## src/rtl/reg_file_sb_pkg.sv

```systemverilog
// reg_file_sb_pkg: shared widths, zero-register address and scoreboard counter ops
package reg_file_sb_pkg;
    localparam int DEF_DATA_W = 32;
    localparam int DEF_ADDR_W = 5;
    localparam int ZERO_ADDR  = 0;
    typedef enum logic [1:0] {
        CNT_HOLD,
        CNT_INC,
        CNT_DEC,
        CNT_CLR
    } cnt_op_e;
endpackage

```

## src/rtl/reg_file_sb_scoreboard.sv

```systemverilog
// reg_file_sb_scoreboard: pending-write busy bits with flush > claim > clear priority and popcount counter
module reg_file_sb_scoreboard
    import reg_file_sb_pkg::*;
#(
    parameter int ADDR_W   = DEF_ADDR_W,
    parameter int ZERO_REG = 1
) (
    input  logic                   clk,
    input  logic                   reset,
    input  logic                   claim_en,
    input  logic [ADDR_W-1:0]      claim_addr,
    input  logic                   wr_en,
    input  logic [ADDR_W-1:0]      wr_addr,
    input  logic                   flush,
    output logic [2**ADDR_W-1:0]   busy,
    output logic [ADDR_W:0]        pend_cnt
);
    localparam int NUM_REGS = 2**ADDR_W;
    logic                claim_ok;
    logic                inc;
    logic                dec;
    logic [NUM_REGS-1:0] set_mask;
    logic [NUM_REGS-1:0] clr_mask;
    cnt_op_e             op;
    always_comb begin
        claim_ok = claim_en && !(ZERO_REG != 0 && claim_addr == ADDR_W'(ZERO_ADDR));
        set_mask = claim_ok ? NUM_REGS'(1) << claim_addr : '0;
        clr_mask = wr_en ? NUM_REGS'(1) << wr_addr : '0;
        inc      = claim_ok && !busy[claim_addr];
        // a same-address claim keeps the bit set, so that write does not count down
        dec      = wr_en && busy[wr_addr] && !(claim_ok && claim_addr == wr_addr);
        op       = flush ? CNT_CLR : (inc && !dec) ? CNT_INC : (dec && !inc) ? CNT_DEC : CNT_HOLD;
    end
    always_ff @(posedge clk or posedge reset) begin
        if (reset) begin
            busy     <= '0;
            pend_cnt <= '0;
        end else begin
            busy     <= flush ? '0 : (busy & ~clr_mask) | set_mask;
            pend_cnt <= op == CNT_CLR ? '0 :
                        op == CNT_INC ? pend_cnt + 1'b1 :
                        op == CNT_DEC ? pend_cnt - 1'b1 : pend_cnt;
        end
    end
endmodule

```

## src/rtl/reg_file_sb.sv

```systemverilog
// reg_file_sb: multi-read-port register file with write-through bypass, optional zero register and scoreboard
module reg_file_sb
    import reg_file_sb_pkg::*;
#(
    parameter int DATA_W   = DEF_DATA_W,
    parameter int ADDR_W   = DEF_ADDR_W,
    parameter int NUM_RD   = 2,
    parameter int ZERO_REG = 1
) (
    input  logic                     clk,
    input  logic                     reset,
    input  logic [NUM_RD*ADDR_W-1:0] rd_addr,
    output logic [NUM_RD*DATA_W-1:0] rd_data,
    output logic [NUM_RD-1:0]        rd_busy,
    input  logic                     wr_en,
    input  logic [ADDR_W-1:0]        wr_addr,
    input  logic [DATA_W-1:0]        wr_data,
    input  logic                     claim_en,
    input  logic [ADDR_W-1:0]        claim_addr,
    input  logic                     flush,
    output logic [ADDR_W:0]          pend_cnt
);
    localparam int NUM_REGS = 2**ADDR_W;
    logic [DATA_W-1:0]   regs [NUM_REGS];
    logic [NUM_REGS-1:0] busy;
    always_ff @(posedge clk or posedge reset) begin
        if (reset) begin
            for (int r = 0; r < NUM_REGS; r++) regs[r] <= '0;
        end else if (wr_en && !(ZERO_REG != 0 && wr_addr == ADDR_W'(ZERO_ADDR))) begin
            regs[wr_addr] <= wr_data;
        end
    end
    reg_file_sb_scoreboard #(
        .ADDR_W   (ADDR_W),
        .ZERO_REG (ZERO_REG)
    ) u_sb (
        .clk        (clk),
        .reset      (reset),
        .claim_en   (claim_en),
        .claim_addr (claim_addr),
        .wr_en      (wr_en),
        .wr_addr    (wr_addr),
        .flush      (flush),
        .busy       (busy),
        .pend_cnt   (pend_cnt)
    );
    // a same-cycle writeback both forwards its data and releases the stall
    for (genvar i = 0; i < NUM_RD; i++) begin : g_rd
        logic [ADDR_W-1:0] a;
        logic              z;
        logic              hit;
        assign a   = rd_addr[i*ADDR_W +: ADDR_W];
        assign z   = ZERO_REG != 0 && a == ADDR_W'(ZERO_ADDR);
        assign hit = wr_en && wr_addr == a && !z;
        assign rd_data[i*DATA_W +: DATA_W] = z ? '0 : hit ? wr_data : regs[a];
        assign rd_busy[i] = busy[a] && !hit && !z;
    end
endmodule

```

## config.mk

```make
export PLATFORM = sky130hd
export DESIGN_NAME = reg_file_sb
export DESIGN_NICKNAME = d
export VERILOG_FILES = /design/src/rtl/reg_file_sb_pkg.sv /design/src/rtl/reg_file_sb_scoreboard.sv /design/src/rtl/reg_file_sb.sv
export SDC_FILE = /design/constraint.sdc
export NUM_CORES = 2
export LEC_CHECK = 0
export BUFFER_PORTS_ARGS = -buffer_cell sky130_fd_sc_hd__buf_4
export CORE_MARGIN = 3
export CORE_UTILIZATION = 45
export DETAILED_ROUTE_END_ITERATION = 10
export PLACE_DENSITY = 0.63
export RECOVER_POWER = 50
export SKIP_CTS_REPAIR_TIMING = 1
export SLEW_MARGIN = 20
export SYNTH_ARGS = -nofsm -noshare
export SYNTH_HDL_FRONTEND = slang
export SYNTH_HIERARCHICAL = 1
export SYNTH_SLANG_ARGS = --single-unit
```

## constraint.sdc

```tcl
create_clock -name clk -period 45.9 [get_ports clk]
set_input_delay 9.18 -clock clk [delete_from_list [all_inputs] [get_ports clk]]
set_output_delay 9.18 -clock clk [all_outputs]
set_load 0.02 [all_outputs]
```

==> results by group <==
Status
  – Status: finished, violations left
  – Failing checks: capacitance limit, slew limit

Placement
  – PortBufs: approximately 130
  – Area post-placement: 61200 um^2
  – GPL Wtd Cong: approximately 0.82
  – DP HPWL: ~110 mm
  – Dpl cells: 6073

Die
  – Die ar.: 137000 um^2
  – Vert. Die Dim: 370 um
  – Row Count: 132
  – Core Box Area: 131000 um^2
  – Die Span X: ~370 um
  – Starting density of the core: 45.7%
  – Ports: 129

Clocking
  – Worst-Skew Late Latency: 0.72 ns
  – Longest Clk Path Bufs: 3
  – Root buffer cell: clkbuf_16
  – Depth of the CTS H-tree: 3
  – CTS sink cnt: 1062
  – TritonCTS Buffers: 118
  – Worst-path clk slew: 0.06 ns
  – CTS tree: built

Drt
  – DRC viols: 0
  – Antenna-violating nets left: 0
  – Routed WL: 191 mm
  – Via count: 41000
  – WL per Instance: 30.5 um
  – Drt first pass iters: 5
  – Vias per cell: between 6 and 7
  – Iter 0 DRT Violations: 4077

Hold path
  – Hold_sp: regs[1022]
  – Hold Path End: regs[1022]
  – Worst hold path type: flop to flop
  – Hold path depth: 0

Timing
  – Clock Skews: 0.00513 ns
  – Final min period: 22.49 ns
  – Final setup fails: 0
  – Tcrit/Tclk final: 49.0%
  – Max Transition Viols Final: 1083
  – Least-Margin Pin Slew: 9.21 ns
  – Hold Vio Cnt, Final: 0
  – Unrepaired setup endpoints after global routing: false
  – Fin Setup TNS: 0 ns
  – Maximum clock frequency: 0.0445 GHz
  – Relative slew slack: -514%

Power and ir drop
  – Worst IR Drop VDD: 30.5 uV
  – Final Total Pwr: 0.00282 W
  – PD cells: 43.2 nW/um^2
  – LEAKAGE: 29.3 nW

Yosys
  – Post-synthesis sequential area ratio: 44.5%
  – Post-synth EDFFs: 0
  – Syn Area/Cell: 12.9 um^2
  – Ys flop type: dfrtp_1
  – Synth Instances: 4623
  – Fraction of registers with async set/reset: 100%
  – Post-Syn Nets: 4682
  – #FFs+latches synth: 1062
  – Most frequent cell after synthesis: dfrtp_1
  – Post-synth top area share: 44.5%
  – Dominant cell type by area after synthesis: dfrtp_1
  – Yosys warnings: 6
  – Commonest cells post-synth: 1062 x dfrtp_1, 936 x mux2_2, 655 x mux2i_1
  – Synth area leaders: dfrtp_1 45%, mux2_2 18%, mux2i_1 11%
  – Distinct cells, synth: slightly above 70
  – Mapped Area: 59700 um^2

Worst setup path
  – Worst Path Required: 36.72 ns
  – Endpoint class of the critical path: output pin
  – Reg2Reg Launch Point: u_sb/busy[16]
  – CP Launch Type: input port
  – Kind of critical path: input port to output pin
  – Critical path fanouts, max: 31
  – Setup crit start: rd_addr[2]
  – Reg2reg path depth: 10
  – Reg2Reg Setup Slack: 42.48 ns
  – R2R Path End: u_sb/pend_cnt[5]
  – Crit path DAT: 13.31 ns

Finish
  – Sequential cell area: approximately 27000 um^2
  – Synth-to-Final Area Change: 9.18%
  – Final Cell Area: between 60000 and 70000 um^2
  – Net count, final: between 4000 and 5000
  – Share of post-route cells with drive strength above 1: 34.8%
  – Multi-input logic area: just over 30000 um^2
  – Fill cells: 11400
  – Finished Layout Cells: 6282

Global route
  – Largest net degree at the start of global routing: approximately 170
  – First-pass GRT wire length: 282 mm
  – Global route overflow: 0
  – Vias in the first global route: 41400
  – Global router's overall resource usage: ~28%
  – Initial antenna violation count: 8

Run
  – Max-cap violations: 30
## stage by stage
| stage | utilization, % | hold slack, ns | worst slack [ns] |
|---|---|---|---|
| global route | 49.9 | 0.416 | 22.82 |
| global placement | 46.9 | 0.386 | 23.52 |
| finish | 49.9 | 0.400 | 23.41 |
| CTS | 50.0 | 0.401 | 23.44 |
| floorplan | - | 0.449 | 7.90 |
| detailed placement | 46.9 | 0.388 | 23.45 |
## cell type report
| type | instances | share of cell area [%] |
|---|---|---|
| multi-input cells | 3043 | 47.0 |
| flip-flops and latches | 1062 | 40.8 |
| clock buffers | 178 | 5.45 |
| well taps | 1742 | 3.35 |
| repair buffers | 222 | 2.54 |
| clock inverters | 30 | 0.862 |
| inverters | 4 | 0.0250 |
| diodes | 1 | 0.00384 |
## state kept, by name (all words and copies together) (netlist names)
| name | flops |
|---|---|
| u_sb/busy | 32 |
| u_sb/pend_cnt | 6 |
| regs | 1024 |
## power breakdown
group / leakage (nW) / switching (W) / internal [W]
Clock: 2.02 / 0.000399 / 0.000613
Sequential: 13.7 / 0.000128 / 0.00111
Combinational: 13.6 / 0.000262 / 0.000305
Total: 29.3 / 0.000789 / 0.00203
## worst max-delay path, cell delays in order
cell and delay [ns]:
buf_4 0.56, buf_4 0.47, buf_4 0.58, nor2b_4 0.73, buf_4 0.47, a22o_1 0.19
a221oi_1 0.05, o211ai_1 0.36, a21oi_1 0.34, buf_4 0.27
## cell families (layout without fill, tap and decap cells)
logic type / Yosys count / in the layout / synth area share [%]
multiplexers: 1938 / 1938 / 39.3
flip-flops: 1062 / 1062 / 44.5
AO/OA/AOI/OAI: 730 / 730 / 8.51
buffers and inverters: 518 / 434 / 4.47
AND/OR/NAND/NOR: 356 / 356 / 2.87
XOR/XNOR: 17 / 17 / 0.250
adder cells (fa/ha/maj): 2 / 2 / 0.0419
other: 0 / 1 / 0
## placed cells by master (no fill, tap or decap), types with 88 or more instances in the layout
cell       synthesis  layout
clkbuf_16          0     122
buf_4             53     186
nand2_1          121     105
dfrtp_1         1062    1062
mux2i_1          655     655
mux2_1           129     130
mux2_2           936     935
nor2_1            92      88
a21oi_1          166     166
a22oi_1          143     143
mux4_2           218     218
## metal layers
layer  part of all wire, %  GRT usage (%)
met4                   3.6           10.3
met2                    46           43.6
met5                 0.019              0
met3                   7.4           4.86
met1                    43           38.3
## worst max-delay path by stage
stage	slack, ns	endpoint
2_1_floorplan	7.90	regs[0]
3_3_place_gp	23.52	rd_data[16]
3_5_place_dp	23.45	rd_data[16]
4_1_cts	23.44	rd_data[20]
5_1_grt	22.82	regs[321]
6_report	23.41	rd_data[16]
(Power assumes the default switching activity.)
